## config.mk

```make
export PLATFORM = sky130hd
export DESIGN_NAME = llsc_ctrl
export DESIGN_NICKNAME = d
export VERILOG_FILES = /design/src/rtl/llsc_ctrl.sv
export SDC_FILE = /design/constraint.sdc
export NUM_CORES = 1
export LEC_CHECK = 0
export CAP_MARGIN = 20
export CORE_MARGIN = 2
export CORE_UTILIZATION = 30
export DETAILED_ROUTE_END_ITERATION = 16
export DONT_BUFFER_PORTS = 1
export PLACE_DENSITY_LB_ADDON = 0.12
export SLEW_MARGIN = 20
export SYNTH_ARGS = -nofsm -noshare
export SYNTH_HDL_FRONTEND = slang
export SYNTH_SLANG_ARGS = --single-unit
```

## constraint.sdc

```tcl
create_clock -name clk -period 4.55 [get_ports clk]
set_clock_uncertainty 0.2 [all_clocks]
set_input_delay 0.6825 -clock clk [delete_from_list [all_inputs] [get_ports clk]]
set_output_delay 0.6825 -clock clk [all_outputs]
set_load 0.1 [all_outputs]
```

## src/rtl/llsc_ctrl.sv

```systemverilog
`default_nettype none
// ============================================================================
// Module   : llsc_ctrl
// Brief    : MEM-stage sequencer for MIPS LL/SC. Owns the LL reservation,
//            issues LL reads / SC writes on a req/ack memory port, stalls
//            the pipeline until each access completes and returns the LL
//            data or SC result (1/0) to writeback.
// Revision : 1.0 - initial release
// ============================================================================
module llsc_ctrl #(
  parameter int ADDR_W = 32,
  parameter int DATA_W = 32
) (
  input  logic              clk,
  input  logic              rst,
  input  logic              excpt,
  input  logic              op_ll,
  input  logic              op_sc,
  input  logic [ADDR_W-1:0] addr,
  input  logic [DATA_W-1:0] wdata,
  output logic              stall,
  output logic              res_valid,
  output logic [DATA_W-1:0] rdata,
  output logic              llbit,
  output logic              mem_req,
  output logic              mem_we,
  output logic [ADDR_W-1:0] mem_addr,
  output logic [DATA_W-1:0] mem_wdata,
  input  logic              mem_ack,
  input  logic [DATA_W-1:0] mem_rdata,
  input  logic              snoop_we,
  input  logic [ADDR_W-1:0] snoop_addr
);

  typedef enum logic [2:0] {
    S_IDLE  = 3'd0,
    S_LL_RD = 3'd1,
    S_SC_WR = 3'd2,
    S_DONE  = 3'd3,
    S_ABORT = 3'd4
  } state_t;

  state_t              r_state;
  state_t              w_next;
  logic                r_res_bit;
  logic [ADDR_W-3:0]   r_res_addr;
  logic [DATA_W-1:0]   r_rdata;
  logic                r_mem_req;
  logic                r_mem_we;
  logic [ADDR_W-1:0]   r_mem_addr;
  logic [DATA_W-1:0]   r_mem_wdata;

  logic w_stall, w_res_valid, w_accept_ll, w_accept_sc, w_sc_fail;
  logic w_snoop_hit, w_snoop_ll, w_sc_hit, w_ll_done, w_sc_done, w_busy_ack;
  logic w_unused_snoop_lo;

  // Byte offset of the snooped address plays no part in word matching.
  assign w_unused_snoop_lo = ^snoop_addr[1:0];

  // A snoop on the reserved word, and a snoop on the word an in-flight LL is reading.
  assign w_snoop_hit = snoop_we && (snoop_addr[ADDR_W-1:2] == r_res_addr);
  assign w_snoop_ll  = snoop_we && (snoop_addr[ADDR_W-1:2] == r_mem_addr[ADDR_W-1:2]);
  // SC may only go to memory if the reservation survives this very cycle.
  assign w_sc_hit    = r_res_bit && (r_res_addr == addr[ADDR_W-1:2]) && !w_snoop_hit && !excpt;

  assign w_ll_done  = (r_state == S_LL_RD) && mem_ack && !excpt;
  assign w_sc_done  = (r_state == S_SC_WR) && mem_ack && !excpt;
  assign w_busy_ack = ((r_state == S_LL_RD) || (r_state == S_SC_WR) || (r_state == S_ABORT)) && mem_ack;

  // State register.
  always_ff @(posedge clk or posedge rst) begin
    if (rst) r_state <= S_IDLE;
    else     r_state <= w_next;
  end

  // Next-state decode plus combinational stall / result strobe.
  always_comb begin
    w_next      = r_state;
    w_stall     = 1'b0;
    w_res_valid = 1'b0;
    w_accept_ll = 1'b0;
    w_accept_sc = 1'b0;
    w_sc_fail   = 1'b0;
    case (r_state)
      S_IDLE: begin
        if (!excpt) begin
          if (op_ll) begin
            w_stall     = 1'b1;
            w_accept_ll = 1'b1;
            w_next      = S_LL_RD;
          end else if (op_sc) begin
            w_stall = 1'b1;
            if (w_sc_hit) begin
              w_accept_sc = 1'b1;
              w_next      = S_SC_WR;
            end else begin
              w_sc_fail = 1'b1;
              w_next    = S_DONE;
            end
          end
        end
      end
      S_LL_RD, S_SC_WR: begin
        w_stall = 1'b1;
        // An exception abandons the result but the bus cycle must still finish.
        if (excpt)        w_next = mem_ack ? S_IDLE : S_ABORT;
        else if (mem_ack) w_next = S_DONE;
      end
      S_ABORT: begin
        w_stall = 1'b1;
        if (mem_ack) w_next = S_IDLE;
      end
      S_DONE: begin
        w_res_valid = !excpt;
        w_next      = S_IDLE;
      end
      default: w_next = S_IDLE;
    endcase
  end

  // Memory request registers: launched on acceptance, dropped after ack.
  always_ff @(posedge clk or posedge rst) begin
    if (rst) begin
      r_mem_req   <= 1'b0;
      r_mem_we    <= 1'b0;
      r_mem_addr  <= '0;
      r_mem_wdata <= '0;
    end else if (w_accept_ll) begin
      r_mem_req  <= 1'b1;
      r_mem_we   <= 1'b0;
      r_mem_addr <= addr;
    end else if (w_accept_sc) begin
      r_mem_req   <= 1'b1;
      r_mem_we    <= 1'b1;
      r_mem_addr  <= addr;
      r_mem_wdata <= wdata;
    end else if (w_busy_ack) begin
      r_mem_req <= 1'b0;
    end
  end

  // Writeback data: LL load data, or the SC success/fail flag.
  always_ff @(posedge clk or posedge rst) begin
    if (rst)            r_rdata <= '0;
    else if (w_ll_done) r_rdata <= mem_rdata;
    else if (w_sc_done) r_rdata <= {{(DATA_W-1){1'b0}}, 1'b1};
    else if (w_sc_fail) r_rdata <= '0;
  end

  // Reservation: set by a completed LL unless that word is snooped the same
  // cycle; otherwise cleared by exceptions, snoop hits and every SC.
  always_ff @(posedge clk or posedge rst) begin
    if (rst) begin
      r_res_bit  <= 1'b0;
      r_res_addr <= '0;
    end else if (w_ll_done) begin
      r_res_bit  <= !w_snoop_ll;
      r_res_addr <= r_mem_addr[ADDR_W-1:2];
    end else if (excpt || w_snoop_hit || w_sc_fail || ((r_state == S_SC_WR) && mem_ack)) begin
      r_res_bit <= 1'b0;
    end
  end

  assign stall     = w_stall;
  assign res_valid = w_res_valid;
  assign rdata     = r_rdata;
  assign llbit     = r_res_bit;
  assign mem_req   = r_mem_req;
  assign mem_we    = r_mem_we;
  assign mem_addr  = r_mem_addr;
  assign mem_wdata = r_mem_wdata;

endmodule
`default_nettype wire

```

* Word level (Yosys, flattened, before mapping) *
Index checks and enable logic that the tools add are counted.

word-level totals
  register bits after elaboration = 132
  bits of input ports = 135
  output and inout bits = 101

cells by class
  equal/unequal tests = 11
  mux-type cells = 39
  bitwise gates (word level) = 1
  reduce and logical (&&, ||, !) cells = 27

operator list
  cell                                                  count
  two-way mux 32 bit                                    5
  equality test 30 bit                                  3
  two-way mux 1 bit                                     25
  two-way mux 3 bit                                     7
  logical AND 1 bit                                     10
  one-hot mux 3 bit (3 select lines)                    1
  equality test 3 x 2 -> 1 bit (second input constant)  2
  inequality test 3 bit (second input constant)         2
  nonzero test 3 bit                                    2
  logical OR 1 bit                                      5
  inequality test 2 bit (second input constant)         2
  AND reduction 4 bit                                   1
  nonzero test 2 bit                                    2
  equality test 3 x 1 -> 1 bit (second input constant)  1
  equality test 3 bit (second input constant)           1
  zero test 1 bit                                       3
  zero test 3 bit                                       1
  OR reduction 3 bit                                    1
  one-hot mux 1 bit (2 select lines)                    1
  AND reduction 2 bit                                   1
  OR reduction 2 bit                                    1
  NOT 1 bit                                             1

* Depth between registers and ports, before layout *
  depth after elaboration = 14
  gate-level depth with buffers = 8
  depth with buffers taken out = 6

* Worst setup path before layout *
OpenSTA, ideal clock, no wires.

  path kind = reg2out
  start = register r_state[0]
  end = output res_valid
  data arrival time = 2780 ps
  data required time = 3668 ps
  path slack = 887 ps
  cell stages (with the launch flop) = 4
  buffers on the path = 1
  cell sequence = dfrtp_1 -> buf_1 -> nand2_1 -> nor3_1

between the ends
  cells in the longest elaborated chain, start to end = 2

RTL lines
  element                       RTL line  source
  start, declared               43        state_t r_state;
  start signal, assigned        73        else r_state <= w_next;
  equality test 3 x 2 -> 1 bit  84        case (r_state)
  two-way mux 1 bit             84
  end, declared                 22        output logic res_valid,

No other way between the ends.

* Worst setup path after layout *
  start = register r_res_addr[13]
  end = register r_mem_addr[31] (netlist: mem_addr[31])

between the ends
  cells in the longest elaborated chain, start to end = 11
  elaborated cells between the ends (all ways) = 13
  classes of those cells = eq/ne (2); mux (5); reduce/logical (6)

RTL lines
  element                            RTL line  source
  start, declared                    46        logic [ADDR_W-3:0] r_res_addr;
  start signal, assigned             158       r_res_addr <= r_mem_addr[ADDR_W-1:2];
  equality test 30 bit               61        assign w_snoop_hit = snoop_we && (snoop_addr[ADDR_W-1:2] == r_res_addr);
  logical AND 1 bit                  61
  zero test 1 bit                    64        assign w_sc_hit = r_res_bit && (r_res_addr == addr[ADDR_W-1:2]) && !w_snoop_hit && !excpt;
  logical AND 1 bit * (2 in series)  64
  two-way mux 1 bit *                93        if (w_sc_hit) begin
  two-way mux 1 bit *                91        end else if (op_sc) begin
  two-way mux 1 bit *                87        if (op_ll) begin
  two-way mux 1 bit *                86        if (!excpt) begin
  two-way mux 1 bit *                84
  nonzero test 2 bit (no line) *     --
  end signal, assigned               131       r_mem_addr <= addr;
  end signal, assigned               135       r_mem_addr <= addr;
  end, declared                      50        logic [ADDR_W-1:0] r_mem_addr;

Mark *: on every way between the ends. The rest lies on a longest branch, timed or not.
A chain may end at the register's enable or synchronous reset.

==> flow_summary.toml <==
[grt]
grt.overflow.total = 0
grt_use_total = 0.157
antenna_found_initial = 0
grt_max_degree = 106
grt_pass1_vias = 4141
grt_first_pass_wirelength_um = 25300

[floorplanning]
die_area_mm2 = 0.0219
core_mm2 = 0.0203
num_rows = 52
io_pins = 236
die_y_um = 148
start_util = 0.306
die_w_um = 148

[synth]
synthFlopType = "dfrtp_1"
syn-cell-area_mm2 = 0.00621
synth_edf_count = 0
netlist_top_cells_count = "dfrtp_1, nand2_1, xnor2_1"
synth_nets = 654
avgSynthCellArea_um2 = 12.0
synth.most_common_cell = "dfrtp_1"
ys_seq_elements = 132
synth.top_cell.area_share = 0.532
netlist_instances = 519
async_flop_share = 1.00
yosysSeqAreaShare = 0.532
post-synth-top-area-cell = "dfrtp_1"
synth.area.top_cells = "dfrtp_1, xnor2_1, mux2_4, mux2_2, nand2_1"
yosys_warnings = 0
synth.distinct_cells = 38

[drt]
num_vias = 3878
drc_errors = 0
drt_iter0_drc = 133
met1_length_um = 6740
drt_wl_total_um = 16900
wl_met3_um = 1530
avgRoutedWirePerCell_um = 20.9
top_layer_used = "met4"
dr_wl_met2_um = 8430
ant_nets = 0
avgViaCountPerCell = 4.80
drt_pass1_iterations = 4

[sta]
tns_ns = 0
final-hold-violation-count = 20
worstMarginPinSlew_ns = 1.04
layout_worst_path_cycle_share = 0.665
fmax_ghz = 0.331
slew_viol_final = 0
period_minus_slack_ns = 3.02
slew_headroom = 0.305
rsz0062_at_grt = "false"
setup_viol = 0
whs_ns = -0.0305

[layout]
insertedDiodeCount = 0
fill_cells = 2008
area_growth_pct = 14.4
nNetsFinal = 660
drive_above_1_share = 0.217

[placed_design]
numPortBuffers = 0
hpwlAfterDp_um = 12400
routabilityCongestion = 0.767

[worst_setup_path]
cp_slowest_stage_delay_ns = 0.58
critPathMaxFanout = 22
crit_type = "reg2reg"
worst_ep_required_time_ns = 4.65
slowest_stage = "or4_1"
cp_cell_sequence = "xnor2_1, nand4_1, or4_1, o2111a_1, a21oi_4, buf_4, mux2_2"
cp_data_arrival_time_ns = 3.13
cp-start-kind = "flop"
endpoint_kind = "flop"

[run_status]
status = "finished with violations"
failed_checks = "negative hold slack"

[clock_network]
cts_num_sinks = 132
numCtsBuffers = 17
cts_resized = 0
htreeDepth = 4
cts_tree = "built"
clock_path_buffers = 2
cts.reportedPaths.clkPinSlew_ns = 0.07
post-cts-setup-buffers = 0
clock_latency_ns = 0.42
cts_root_buf = "clkbuf_16"
holdBufCountCts = 0

[job]
maxCapViolations = 0

[worst_hold_path]
hold_path_class = "in2async"
-- metal layers --
| metal | up-vias | global-route usage |
|---|---|---|
| met5 | - | 0 |
| met4 | 0 | 0.0510 |
| met3 | 16 | 0.0614 |
| met2 | 154 | 0.258 |
| met1 | 1910 | 0.191 |
| li1 | 1798 | - |
-- flip-flops by register name, indices dropped and copies added, names as in the netlist --
register / cells
mem_we: 1
llbit: 1
r_state: 3
mem_req: 1
mem_addr: 32
mem_wdata: 32
rdata: 32
r_res_addr: 30
-- area by class of cell --
| type | instances | area [um^2] | area share |
|---|---|---|---|
| Inverter | 4 | 20.0 | 0.00282 |
| Sequential cell | 132 | 3300 | 0.465 |
| Clock buffer | 17 | 425 | 0.0598 |
| Timing Repair Buffer | 11 | 123 | 0.0172 |
| Clock inverter | 15 | 140 | 0.0197 |
| Tap cell | 270 | 338 | 0.0475 |
| Multi-Input combinational cell | 359 | 2760 | 0.388 |
-- placed cells by master (no fill, tap or decap), types with 2 or more instances in the layout --
cell type  instances
dfrtp_1          132
o211ai_1           2
xnor2_1           76
nand2_1           95
clkbuf_16         17
inv_1              3
nand3_1            4
o21ai_0            2
nor3_1             2
a31o_2             2
a22o_1            31
mux2_4            29
and4_1             2
nand4_1           19
clkinv_4           3
inv_6              8
mux2_2            35
or4_1              2
nor4_1             7
nand2b_1           2
nor2_1            13
a21oi_1            5
xor2_1            15
buf_16             2
buf_4              9
clkinv_2           3
-- critical path: cells and delay by family (launching register included) --
family,cells,cell delay (ns)
mux,1,0.38
buf+inv,1,0.40
compound gates,2,0.45
flops,1,0.42
xor+xnor,1,0.29
simple gates,2,0.75
-- worst paths after layout --
check,startpoint,cells after the start,slack (ns),end
setup / recovery,r_res_addr[13]$_DFFE_PP0P_,7,1.53,mem_addr[31]$_DFFE_PP0P_
hold / removal,rst,1,-0.03,mem_wdata[22]$_DFFE_PP0P_
setup reg to reg,r_res_addr[13]$_DFFE_PP0P_,7,1.53,mem_addr[31]$_DFFE_PP0P_
hold reg to reg,r_res_addr[21]$_DFFE_PP0P_,2,0.35,r_res_addr[21]$_DFFE_PP0P_
max in group asynchronous,rst,2,3.43,rdata[23]$_DFFE_PP0P_
min in group clk,mem_ack,1,0.12,r_state[2]$_DFFE_PP0P_
-- per-stage QoR --
| step | cell area [um^2] | util | setup slack [ns] | cells |
|---|---|---|---|---|
| 2_1_floorplan | 6210 | - | 0.141 | 519 |
| 3_3_place_gp | 6520 | 0.321 | 1.26 | 775 |
| 3_5_place_dp | 6520 | 0.321 | 1.25 | 775 |
| 4_1_cts | 7080 | 0.349 | 1.47 | 807 |
| 5_1_grt | 7110 | 0.350 | 1.39 | 808 |
| 6_report | 7110 | 0.350 | 1.53 | 808 |
-- cells by family (layout without fill, tap and decap cells) --
family | after synthesis | count (layout) | synth area share
xor+xnor | 91 | 91 | 0.128
compound gates | 50 | 50 | 0.0667
buf+inv | 28 | 47 | 0.0266
simple gates | 153 | 153 | 0.112
flops | 132 | 132 | 0.532
mux | 65 | 65 | 0.135
Power is not shown: default switching activity piles up to over one toggle a cycle in this logic, so the estimate is an artifact.
